**config.mk**
```make
export PLATFORM = sky130hd
export DESIGN_NAME = dualshock_responder
export DESIGN_NICKNAME = d
export VERILOG_FILES = /design/src/rtl/dualshock_responder.sv
export SDC_FILE = /design/constraint.sdc
export NUM_CORES = 1
export LEC_CHECK = 0
export BUFFER_PORTS_ARGS = -buffer_cell sky130_fd_sc_hd__buf_2
export CAP_MARGIN = 30
export CORE_ASPECT_RATIO = 1.5
export CORE_MARGIN = 5
export CORE_UTILIZATION = 45
export CTS_CLUSTER_SIZE = 25
export DETAILED_ROUTE_END_ITERATION = 12
export GPL_TIMING_DRIVEN = 0
export MAX_ROUTING_LAYER = met4
export PLACE_DENSITY_LB_ADDON = 0.2
export SYNTH_ARGS = -nofsm -noshare
export SYNTH_HDL_FRONTEND = slang
export SYNTH_SLANG_ARGS = --single-unit
```
**constraint.sdc**
```tcl
create_clock -name clk -period 4.6 [get_ports clk]
set_input_delay 0.92 -clock clk [delete_from_list [all_inputs] [get_ports clk]]
set_output_delay 0.92 -clock clk [all_outputs]
set_load 0.03 [all_outputs]
```
**src/rtl/dualshock_responder.sv**
```systemverilog
// dualshock_responder: controller-side emulation of a DualShock digital-mode poll.
// Host pins (ATT/CLK/CMD) are synchronized into clk. Each byte is shifted LSB first:
// reply bits change on host CLK falls and command bits are captured on host CLK rises.
// Every byte except the last and any rejected header byte is followed by an ACK pulse.
module dualshock_responder #(
  parameter int ACK_DELAY = 100,
  parameter int ACK_WIDTH = 100
) (
  input  logic        clk,
  input  logic        rst_n,
  input  logic [15:0] pad_buttons,
  input  logic        psx_att_n,
  input  logic        psx_clk,
  input  logic        psx_cmd,
  output logic        psx_dat,
  output logic        psx_ack_n,
  output logic        poll_done
);

  localparam int CNT_MAX = (ACK_DELAY > ACK_WIDTH) ? ACK_DELAY : ACK_WIDTH;
  localparam int CW      = $clog2(CNT_MAX + 1);
  // ACK_WAIT is left on the cycle whose count equals DELAY_LAST, so that the falling
  // edge of psx_ack_n lands exactly ACK_DELAY cycles after the completing rise strobe.
  localparam logic [CW-1:0] DELAY_LAST = CW'(ACK_DELAY - 1);
  localparam logic [CW-1:0] WIDTH_LAST = CW'(ACK_WIDTH);
  localparam logic [CW-1:0] CNT_ONE    = CW'(1);
  // Synchronizer reset values per pin {cmd, clk, att}. ATT resets low, so a reset
  // released while ATT is already low never produces a fall strobe; only a fresh
  // high-then-low excursion of ATT can start a transaction.
  localparam logic [2:0] SYNC_INIT = 3'b110;

  typedef enum logic [2:0] {
    S_IDLE,
    S_SHIFT,
    S_ACK_WAIT,
    S_ACK_LOW,
    S_IGNORE
  } state_t;

  logic [2:0] pin_raw;
  logic [2:0] pin_sync;

  assign pin_raw = {psx_cmd, psx_clk, psx_att_n};

  generate
    for (genvar gi = 0; gi < 3; gi++) begin : g_sync
      logic meta_reg;
      logic sync_reg;
      // Two-flop synchronizer for one asynchronous host pin.
      always_ff @(posedge clk or negedge rst_n) begin
        if (!rst_n) begin
          meta_reg <= SYNC_INIT[gi];
          sync_reg <= SYNC_INIT[gi];
        end else begin
          meta_reg <= pin_raw[gi];
          sync_reg <= meta_reg;
        end
      end
      assign pin_sync[gi] = sync_reg;
    end
  endgenerate

  logic att_prev_reg;
  logic clk_prev_reg;
  logic att_fall;
  logic att_rise;
  logic clk_fall;
  logic clk_rise;
  logic cmd_bit;

  // Delayed copies of synchronized ATT and CLK used for edge strobes.
  always_ff @(posedge clk or negedge rst_n) begin
    if (!rst_n) begin
      att_prev_reg <= 1'b0;
      clk_prev_reg <= 1'b1;
    end else begin
      att_prev_reg <= pin_sync[0];
      clk_prev_reg <= pin_sync[1];
    end
  end

  assign att_fall = att_prev_reg & ~pin_sync[0];
  assign att_rise = ~att_prev_reg & pin_sync[0];
  assign clk_fall = clk_prev_reg & ~pin_sync[1];
  assign clk_rise = ~clk_prev_reg & pin_sync[1];
  assign cmd_bit  = pin_sync[2];

  state_t        state_reg,     state_next;
  logic [2:0]    bit_cnt_reg,   bit_cnt_next;
  logic [2:0]    byte_idx_reg,  byte_idx_next;
  logic [7:0]    rx_byte_reg,   rx_byte_next;
  logic [15:0]   snap_reg,      snap_next;
  logic [CW-1:0] cnt_reg,       cnt_next;
  logic          dat_reg,       dat_next;
  logic          ack_n_reg,     ack_n_next;
  logic          poll_done_reg, poll_done_next;
  logic [7:0]    tx_byte;
  logic [7:0]    rx_full;
  logic          header_bad;

  // Reply byte for the current byte index; button bytes come from the snapshot only.
  always_comb begin
    tx_byte = 8'hFF;
    case (byte_idx_reg)
      3'd0:    tx_byte = 8'hFF;
      3'd1:    tx_byte = 8'h41;
      3'd2:    tx_byte = 8'h5A;
      3'd3:    tx_byte = snap_reg[7:0];
      default: tx_byte = snap_reg[15:8];
    endcase
  end

  // Received byte including the bit arriving on this rise strobe, and the header check on it.
  always_comb begin
    rx_full          = rx_byte_reg;
    rx_full[bit_cnt_reg] = cmd_bit;
    header_bad = ((byte_idx_reg == 3'd0) && (rx_full != 8'h01)) ||
                 ((byte_idx_reg == 3'd1) && (rx_full != 8'h42));
  end

  // Next-state and output logic; an ATT rise overrides every other event.
  always_comb begin
    state_next     = state_reg;
    bit_cnt_next   = bit_cnt_reg;
    byte_idx_next  = byte_idx_reg;
    rx_byte_next   = rx_byte_reg;
    snap_next      = snap_reg;
    cnt_next       = cnt_reg;
    dat_next       = dat_reg;
    ack_n_next     = ack_n_reg;
    poll_done_next = 1'b0;

    if (att_rise) begin
      state_next    = S_IDLE;
      bit_cnt_next  = 3'd0;
      byte_idx_next = 3'd0;
      cnt_next      = '0;
      dat_next      = 1'b1;
      ack_n_next    = 1'b1;
    end else begin
      case (state_reg)
        S_IDLE: begin
          dat_next   = 1'b1;
          ack_n_next = 1'b1;
          if (att_fall) begin
            state_next    = S_SHIFT;
            snap_next     = pad_buttons;
            bit_cnt_next  = 3'd0;
            byte_idx_next = 3'd0;
            dat_next      = 1'b1;
          end
        end

        S_SHIFT: begin
          if (clk_rise) begin
            rx_byte_next = rx_full;
            if (bit_cnt_reg == 3'd7) begin
              bit_cnt_next = 3'd0;
              if (header_bad) begin
                state_next = S_IGNORE;
                dat_next   = 1'b1;
              end else if (byte_idx_reg == 3'd4) begin
                state_next     = S_IGNORE;
                dat_next       = 1'b1;
                poll_done_next = 1'b1;
              end else begin
                byte_idx_next = byte_idx_reg + 3'd1;
                cnt_next      = CNT_ONE;
                if (ACK_DELAY == 1) begin
                  state_next = S_ACK_LOW;
                  ack_n_next = 1'b0;
                end else begin
                  state_next = S_ACK_WAIT;
                end
              end
            end else begin
              bit_cnt_next = bit_cnt_reg + 3'd1;
            end
          end else if (clk_fall) begin
            dat_next = tx_byte[bit_cnt_reg];
          end
        end

        S_ACK_WAIT, S_ACK_LOW: begin
          if (clk_fall) begin
            // Host did not wait for ACK: drop the pulse and treat this as bit 0 of the next byte.
            state_next = S_SHIFT;
            ack_n_next = 1'b1;
            cnt_next   = '0;
            dat_next   = tx_byte[bit_cnt_reg];
          end else if (state_reg == S_ACK_WAIT) begin
            if (cnt_reg == DELAY_LAST) begin
              state_next = S_ACK_LOW;
              ack_n_next = 1'b0;
              cnt_next   = CNT_ONE;
            end else begin
              cnt_next = cnt_reg + CNT_ONE;
            end
          end else begin
            if (cnt_reg == WIDTH_LAST) begin
              state_next = S_SHIFT;
              ack_n_next = 1'b1;
              cnt_next   = '0;
            end else begin
              cnt_next = cnt_reg + CNT_ONE;
            end
          end
        end

        S_IGNORE: begin
          dat_next   = 1'b1;
          ack_n_next = 1'b1;
        end

        default: begin
          state_next = S_IDLE;
          dat_next   = 1'b1;
          ack_n_next = 1'b1;
        end
      endcase
    end
  end

  // State and registered outputs.
  always_ff @(posedge clk or negedge rst_n) begin
    if (!rst_n) begin
      state_reg     <= S_IDLE;
      bit_cnt_reg   <= 3'd0;
      byte_idx_reg  <= 3'd0;
      rx_byte_reg   <= 8'h00;
      snap_reg      <= 16'hFFFF;
      cnt_reg       <= '0;
      dat_reg       <= 1'b1;
      ack_n_reg     <= 1'b1;
      poll_done_reg <= 1'b0;
    end else begin
      state_reg     <= state_next;
      bit_cnt_reg   <= bit_cnt_next;
      byte_idx_reg  <= byte_idx_next;
      rx_byte_reg   <= rx_byte_next;
      snap_reg      <= snap_next;
      cnt_reg       <= cnt_next;
      dat_reg       <= dat_next;
      ack_n_reg     <= ack_n_next;
      poll_done_reg <= poll_done_next;
    end
  end

  assign psx_dat   = dat_reg;
  assign psx_ack_n = ack_n_reg;
  assign poll_done = poll_done_reg;

endmodule

```
==> qor.txt, run 1 <==
vias in the first global route: 2,142
Clk network pwr share: 0.258
register area share after synthesis: 0.4665
Switching Power: 304.1 µW
final setup margin: 2.041 ns
Avg WL per Cell: 15.28 µm
total of max-cap violations: 0
Gate power share: 0.211
clock buffer count from CTS: 5
Commonest cells post-synth: nand2_1, dfrtp_1, dfstp_2, mux2_2, inv_1
DP Area: 0.003025 mm²
critical path arrival: 2.76 ns
Root Driver: clkbuf_8
critical register-to-register path startpoint: bit_cnt_reg[0]
Synth Instances: 274
most frequent cell after synthesis: nand2_1
Design Area, Final: 0.003126 mm²
Die H: 106.6 µm
Total GRT Usage: 0.1643
Worst-Skew Late Latency: 0.31 ns
max FFs per register: 16
crit path launch: bit_cnt_reg[0]
unrepaired setup endpoints after global routing: no
setup TNS: 0 ns
antenna diode count: 0
Critical Path Fanout Max: 10
Max Fclk: 390.8 MHz
clk sink count: 51
First DRT Iteration DRCs: 122
worst-margin pin slew: 0.9028 ns
status: completed
hold buffers post-CTS: 0
final worst path period share: 0.5563
hold slack: 0.3589 ns
DRC errors left: 0
Post-Route WL: 5.808 mm
sequential power share: 0.531
Worst Reg-to-Reg Cells: 7
Final setup viols: 0
Critical Path RT: 4.80 ns
switch share: 0.2806
first-pass GRT wire length: 10.02 mm
Starting Density: 0.4596
top_reg_cell synth: dfrtp_1
Crit Path Class: reg -> reg
worst min-delay path startpoint: g_sync[2].meta_reg
number of library cell types mapped by synthesis: 54
net count after synthesis: 306
fraction of layout cells with a size suffix above 1: 0.2908
Reg clk slew, reported paths: 0.09 ns
Core Region: 0.006087 mm²
initial antenna violation count: 0
post-route ant nets: 0
detailed-placement wirelength estimate: 4.421 mm
worst IR drop on VDD: 0.0002066 V
Nets: 337
hold depth: 0
Final Hold Fails: 0
RD Place Congestion: 0.8060
largest net degree at the start of global routing: 29
std cell rows: 35
number of H-tree levels: 2
area leader, netlist: dfrtp_1
post_cts resized: 0
crit end category: flop
DR vias/cell: 5.450
total grt overflow: 0
CTS max path bufs: 2
DRT Pass-1 Iters: 4
Slew HR: 0.3962
Final min period: 2.559 ns
startpoint types: flop
CTS tree: built
Int Power: 779.7 µW
Leakage Power: 0.001340 µW
Avg Cell Area, Syn: 10.21 µm²
Pwr Density: 346.8 mW/mm²
total number of vias: 2,071
flops & latches, synth: 51
Async SR Flop Fraction: 1.000
Layout area overhead: 11.72%
Slew Limit Fails: 0
Post-CTS Setup Repair Bufs: 0
Synthesis Warnings: 0
mapped cell area: 0.002798 mm²
Synth top area share: 0.2504
die width: 74.38 µm
I/O pin count: 24
Clock Skew: 0.008221 ns
pre-CTS WS: 2.021 ns
number of flops mapped to enable cells by yosys: 0
Port Buffers: 23
Hold WC Path Type: reg -> reg
top cells by area, synth: dfrtp_1, dfstp_2, mux2_2, ha_1, nand2_1
DIE AREA: 0.007927 mm²
layer usage:
layer  GRT usage  vias up  share of wire
met1      0.1965      985           0.43
met3     0.02345        6          0.029
li1            -     1053              -
met2      0.2836       27           0.53
met4     0.04580        0          0.015
met5           -        -              0
power by group through the flow:
stage	logic (µW)	clock network, µW	registers, µW
floorplan	171	0	571
global placement	222	0	582
detailed placement	232	0	585
CTS	232	292	577
global route	256	309	585
finish	228	280	576
placed cells by master, fill, tap and decap left out, types with 5 or more instances in the layout:
cell type | Yosys | layout
a21oi_1 | 11 | 11
buf_2 | 3 | 26
clkbuf_1 | 9 | 10
clkbuf_8 | 0 | 7
dfrtp_1 | 28 | 28
dfstp_2 | 23 | 23
ha_1 | 11 | 11
inv_1 | 16 | 16
mux2_2 | 21 | 21
mux2i_1 | 5 | 5
nand2_1 | 31 | 31
nand2b_1 | 6 | 6
nand3_1 | 8 | 8
nor2_1 | 13 | 13
nor3_1 | 9 | 9
o21ai_0 | 15 | 15
logic make-up after synthesis:
logic type,after synthesis,share of synthesized area
simple gates,97,0.1843
compound gates,59,0.1521
flops,51,0.4665
buf+inv,29,0.04159
mux,27,0.1064
fa+ha+maj,11,0.04919
through the flow:
stage / power (µW) / utilization / cells
2_1_floorplan: 742.0 / - / 274
3_3_place_gp: 804.5 / 0.4937 / 371
3_5_place_dp: 816.7 / 0.4970 / 372
4_1_cts: 1101 / 0.5135 / 380
5_1_grt: 1151 / 0.5135 / 380
6_report: 1084 / 0.5135 / 380
area by class of cell:
cell class,instances,area (µm²)
clock buffers,8,100.1
well taps,74,92.59
plain buffers,13,56.30
inverters,16,60.06
multi-input cells,194,1376
fillers,574,2962
repair buffers,24,135.1
flip-flops and latches,51,1305
path summary, 6_finish.rpt:
kind / endpoint / slack, ns
worst min-delay path: cmd_bit / 0.36
min in group asynchronous: cnt_reg[4] / 0.58
worst max-delay path: cnt_reg[5] / 2.04
max in group asynchronous: g_sync[1].meta_reg / 3.40
worst min register to register: cmd_bit / 0.36
worst max register to register: cnt_reg[5] / 2.04
critical path, cell delays in order (launching register included):
cell and delay [ns]:
dfrtp_1 0.43, buf_4 0.19, nor3_1 0.20, mux2i_1 0.32, or4b_4 0.52, a32oi_4 0.32
o21ai_2 0.16, a211o_1 0.31
No activity file was read; power rests on OpenSTA's default activity.
==> inputs of run 2 (changes only) <==
- ABC_AREA: unset -> 1
- clock period: 4.6 -> 2.2 ns (I/O delays scaled with it)
==> run 2 against run 1 <==
Compared with the run above:
- first-iteration DRC count decreased by 4.1%
- critical path depth rose by 7
- synthesized cell count is 34% higher
- maximum frequency increased by 28%
- clock-buffer cell count is 1 lower
- clock power grew 100%
- critical endpoint is now psx_dat
- global-route usage fell by 0.37 points
- largest cell class unchanged
- setup slack worse by 1.8 ns
- hold slack got worse by 0.23 ns
- utilization barely moved
- highest routed layer unchanged
- non-clock buffer count shrank 6
==> qor.txt, run 2 <==
status: completed
Crit-path slowest cell: dfrtp_1
Async SR Flop Fraction: 1.000
Sequential Area: 0.001305 mm²
Nets: 430
total grt overflow: 0
CP top delay family: simple AND/OR/NAND/NOR gates
number of flops mapped to enable cells by yosys: 0
area leader, netlist: dfrtp_1
post_cts resized: 0
number of H-tree levels: 2
Final min period: 2.005 ns
Avg WL per Cell: 12.92 µm
DIE AREA: 0.008450 mm²
First DRT Iteration DRCs: 117
Most common cell on crit path: nand2_1
initial antenna violation count: 0
Core Region: 0.006486 mm²
total number of vias: 2,417
max FFs per register: 16
Starting Density: 0.4635
setup TNS: 0 ns
worst-margin pin slew: 0.5868 ns
worst IR drop on VDD: 0.0005514 V
Synth Instances: 367
top cells by area, synth: dfrtp_1, dfstp_2, nand2_1, mux2_2, nand3_1
total of max-cap violations: 0
critical path arrival: 2.25 ns
largest net degree at the start of global routing: 28
Leakage Power: 0.001674 µW
mapped cell area: 0.003007 mm²
Critical Path Fanout Max: 10
hold buffers post-CTS: 0
area of the multi-input gates: 0.001484 mm²
flops & latches, synth: 51
Clk network pwr share: 0.151
Max Fclk: 498.8 MHz
Clock Skew: 0.004341 ns
die width: 76.74 µm
Layout area overhead: 10.82%
DP Area: 0.003237 mm²
DRC errors left: 0
net count after synthesis: 399
register area share after synthesis: 0.4340
Switching Power: 1520 µW
Int Power: 2212 µW
std cell rows: 36
placed insts: 467
Slew Limit Fails: 0
Port Buffers: 23
Slew HR: 0.6088
Post-Route WL: 6.138 mm
commonest non-fill, non-tap cell in the layout: nand2_1
Cell Count, Final, Fillers Out: 475
Worst-Skew Late Latency: 0.30 ns
Die H: 110.1 µm
Synthesis Warnings: 0
startpoint types: flop
top_reg_cell synth: dfrtp_1
switch share: 0.4073
CTS tree: built
Design Area, Final: 0.003332 mm²
antenna diode count: 0
fraction of layout cells with a size suffix above 1: 0.2732
DR vias/cell: 5.088
crit end category: flop
Total GRT Usage: 0.1606
DRT Pass-1 Iters: 4
Crit Path Class: reg -> reg
Post-CTS Setup Repair Bufs: 0
Final setup viols: 0
I/O pin count: 24
number of library cell types mapped by synthesis: 34
Synth top area share: 0.2330
Commonest cells post-synth: nand2_1, inv_1, dfrtp_1, nand3_1, nor2_1
Reg clk slew, reported paths: 0.09 ns
Final Hold Fails: 0
most frequent cell after synthesis: nand2_1
crit-path cells: ha_1, ha_1, buf_2, inv_1, nand2_1, nor2_1, nand2_1, nand2_1, nand3_1, nand3_1, nand2_1, nand2_1, nand3_1, nand2_1
Hold WC Path Type: in -> async
Root Driver: clkbuf_8
Pwr Density: 1120 mW/mm²
detailed-placement wirelength estimate: 4.884 mm
unrepaired setup endpoints after global routing: no
vias in the first global route: 2,411
clock buffer count from CTS: 5
final worst path period share: 0.9113
final core area utilization: 0.5137
Critical Path Max Stage Delay: 0.44 ns
first-pass GRT wire length: 10.67 mm
Critical path buffers and inverters: 2
Avg Cell Area, Syn: 8.192 µm²
RD Place Congestion: 0.8492
sequential power share: 0.410
Power Total: 3732 µW
Gate power share: 0.439
post-route ant nets: 0
CTS max path bufs: 2
commonest non-fill, non-tap cells in the layout: nand2_1, inv_1, nand3_1, dfrtp_1, buf_2
clk sink count: 51
# fillers: 668
Critical Path RT: 2.45 ns
run 2: logic make-up (layout without fill, tap and decap cells):
| kind of cell | Yosys count | in the layout | share of synthesized area |
|---|---|---|---|
| flops | 51 | 51 | 0.4340 |
| compound gates | 28 | 28 | 0.05410 |
| mux | 14 | 14 | 0.05243 |
| simple gates | 211 | 211 | 0.3354 |
| buf+inv | 50 | 82 | 0.07241 |
| xor+xnor | 2 | 2 | 0.005827 |
| fa+ha+maj | 11 | 11 | 0.04578 |
run 2: metrics by stage:
step	setup WS, ns	hold slack (ns)
floorplan	0.4836	0.1444
global placement	0.2439	0.3346
detailed placement	0.2458	0.3373
CTS	0.2047	0.1425
global route	0.0009472	0.1602
finish	0.1952	0.1298
run 2: power groups by stage:
stage | combinational [µW] | sequential [µW] | clock (µW)
2_1_floorplan | 1280 | 1510 | 0
3_3_place_gp | 1610 | 1540 | 0
3_5_place_dp | 1650 | 1550 | 0
4_1_cts | 1660 | 1540 | 588
5_1_grt | 1840 | 1570 | 624
6_report | 1640 | 1530 | 564
run 2: final cells by class:
class | count | area share
well taps | 76 | 0.02854
repair buffers | 24 | 0.04056
flip-flops and latches | 51 | 0.3917
clock buffers | 7 | 0.02591
clock inverters | 1 | 0.002629
plain buffers | 7 | 0.01615
inverters | 43 | 0.04919
multi-input cells | 266 | 0.4454
run 2: layer usage:
layer	track usage	share of wire	wire [µm]
met5	-	0	0
met4	0.06500	0.027	164
met3	0.03008	0.033	203
met2	0.3001	0.55	3366
met1	0.1645	0.39	2403
run 2: worst reg2reg max path, delay by kind of cell, from the launching register on:
kind	cells	cell delay, ns
adder cells (fa/ha/maj)	2	0.39
buffers and inverters	2	0.29
flip-flops	1	0.44
AND/OR/NAND/NOR	10	0.84
run 2: path summary, 6_finish.rpt:
check,from,endpoint,slack (ns),cells past startpoint
setup / recovery,byte_idx_reg[0],psx_dat,0.20,14
hold / removal,rst_n,g_sync[0].meta_reg,0.13,1
setup reg to reg,byte_idx_reg[0],psx_dat,0.20,14
hold reg to reg,g_sync[0].meta_reg,g_sync[0].sync_reg,0.35,0
max in group asynchronous,rst_n,snap_reg[13],1.45,2
min in group clk,psx_clk,g_sync[1].meta_reg,0.23,1
==> inputs of run 3 (changes only) <==
- ABC_AREA: 1 -> unset
- TNS_END_PERCENT: unset -> 10
==> run 3 against run 2 <==
Compared with the run above:
- the flow now finishes with violations (setup timing)
- routed wire length rose by 0.44%
- final cell count decreased by 17%
- flip-flop and latch count unchanged
- via count down 8.5%
- register-to-register slack worse by 0.29 ns
- clock power fell by 2%
- critical path depth is 8 lower
- sequential power down 21%
- critical path type unchanged
==> qor.txt, run 3 (same netlist as run 1, synthesis figures left out) <==
status: finished, violations left
violated checks: setup timing
total of max-cap violations: 0
post-route ant nets: 0
Starting Density: 0.4596
Crit Path Class: reg -> reg
Layout area overhead: 20.48%
Pwr Density: 706.9 mW/mm²
Final min period: 2.298 ns
Slew Limit Fails: 0
Final setup viols: 10
Hold WC Path Type: in -> async
Cell Count, Final, Fillers Out: 394
RD Place Congestion: 0.8139
Crit-path slowest cell: or4b_4
largest net degree at the start of global routing: 28
total number of vias: 2,211
Critical Path Fanout Max: 6
placed insts: 372
CTS tree: built
startpoint types: flop
Critical Path Sink: cnt_reg[6]
total grt overflow: 0
DR vias/cell: 5.612
commonest non-fill, non-tap cells in the layout: nand2_1, dfrtp_1, buf_2, dfstp_2, mux2_2
Port Buffers: 23
Critical path buffers and inverters: 0
number of H-tree levels: 2
CTS max path bufs: 2
# fillers: 554
R2R Setup Slk: -0.1 ns
First DRT Iteration DRCs: 160
Root Driver: clkbuf_8
worst IR drop on VDD: 0.0004161 V
std cell rows: 35
DIE AREA: 0.007927 mm²
commonest non-fill, non-tap cell in the layout: nand2_1
Worst-Skew Late Latency: 0.30 ns
crit path launch: bit_cnt_reg[2]
Clock Skew: 0.009445 ns
Post-Route WL: 6.165 mm
Critical Path Max Stage Delay: 0.51 ns
Worst R2R End: cnt_reg[6]
DRT Pass-1 Iters: 6
max FFs per register: 16
clock buffer count from CTS: 5
clk sink count: 51
critical path arrival: 2.49 ns
Avg WL per Cell: 15.65 µm
initial antenna violation count: 0
final worst path period share: 1.045
Leakage Power: 0.001434 µW
Critical Path RT: 2.40 ns
DRC errors left: 0
critical register-to-register path startpoint: bit_cnt_reg[2]
stages on the worst setup path: 6
unrepaired setup endpoints after global routing: yes
Power Total: 2383 µW
crit-path cells: nor3_4, mux2i_2, or4b_4, a32oi_4, o21ai_4, a211o_1
first-pass GRT wire length: 10.61 mm
CP top delay family: simple AND/OR/NAND/NOR gates
Worst Reg-to-Reg Cells: 6
Final Hold Fails: 0
hold buffers post-CTS: 0
final setup margin: -0.09839 ns
I/O pin count: 24
Nets: 351
worst-margin pin slew: 0.6003 ns
Total GRT Usage: 0.1732
die width: 74.38 µm
vias in the first global route: 2,265
Slew HR: 0.5998
crit end category: flop
fraction of layout cells with a size suffix above 1: 0.3938
detailed-placement wirelength estimate: 4.384 mm
Reg clk slew, reported paths: 0.09 ns
Max Fclk: 435.1 MHz
final core area utilization: 0.5538
Core Region: 0.006087 mm²
antenna diode count: 0
Die H: 106.6 µm
[run 3: changes by cell type in the layout (fill, tap and decap cells not counted), sizes merged, moves of 12 or more]
cell,previous run,this run
buf,31,43
inv,43,16
nand3,32,8
nand2,125,31
nor2,34,13
[run 3: final cells by class]
| type | instances | area, µm² | area share |
|---|---|---|---|
| Sequential cell | 51 | 1308 | 0.3879 |
| Clock buffer | 7 | 86.33 | 0.02561 |
| Clock inverter | 1 | 5.005 | 0.001485 |
| Multi-Input combinational cell | 194 | 1491 | 0.4425 |
| Timing Repair Buffer | 39 | 255.2 | 0.07572 |
| Tap cell | 74 | 92.59 | 0.02747 |
| Buffer | 12 | 72.57 | 0.02153 |
| Inverter | 16 | 60.06 | 0.01782 |
[run 3: worst min path at each step]
stage / depth (start not counted) / endpoint / slack (ns) / start
3_5_place_dp: 0 / g_sync[0].sync_reg / 0.33 / g_sync[0].meta_reg
3_3_place_gp: 0 / g_sync[0].sync_reg / 0.34 / g_sync[0].meta_reg
2_1_floorplan: 0 / att_prev_reg / 0.14 / rst_n
5_1_grt: 1 / cnt_reg[4] / 0.16 / rst_n
4_1_cts: 1 / cnt_reg[4] / 0.14 / rst_n
6_report: 1 / cnt_reg[4] / 0.11 / rst_n
[run 3: through the flow]
| step | setup WS, ns | TNS, ns | hold slack [ns] | instance area (µm²) |
|---|---|---|---|---|
| final | -0.09839 | -0.6077 | 0.1103 | 3371 |
| after global routing | -0.2195 | -1.724 | 0.1614 | 3371 |
| after CTS | -0.1706 | -1.236 | 0.1356 | 3274 |
| after detailed placement | -0.3707 | -3.334 | 0.3347 | 3025 |
| after global placement | -0.3115 | -2.793 | 0.3367 | 3005 |
| after floorplan | 0.003325 | 0 | 0.1444 | 2798 |
[run 3: routing by layer]
metal,share of wire,vias to the layer above,GRT usage
met1,0.42,1077,0.2053
met3,0.032,10,0.02533
met4,0.022,0,0.04962
met5,0,-,-
li1,-,1085,-
met2,0.53,39,0.3000
[run 3: report_power, final]
group          internal [µW]  total (µW)  leakage (µW)  switching, µW
Combinational            313         620      0.000771            306
Sequential              1130        1210      0.000614           87.0
Clock                    254         550     0.0000482            296
Total                   1690        2380       0.00143            689
[run 3: repair_timing]
action / CTS / global route
setup buffers: 8 / 7
setup endpoints to repair: 19 / 22
pin swaps: 4 / 10
endpoints found under the hold margin: 0 / 0
gates resized for setup: 26 / 13
[run 3: worst register-to-register path: cells and delay by family (launching register included)]
kind,cells,cell delay (ns)
flip-flops,1,0.48
AO/OA/AOI/OAI,3,0.70
multiplexers,1,0.27
AND/OR/NAND/NOR,2,0.74
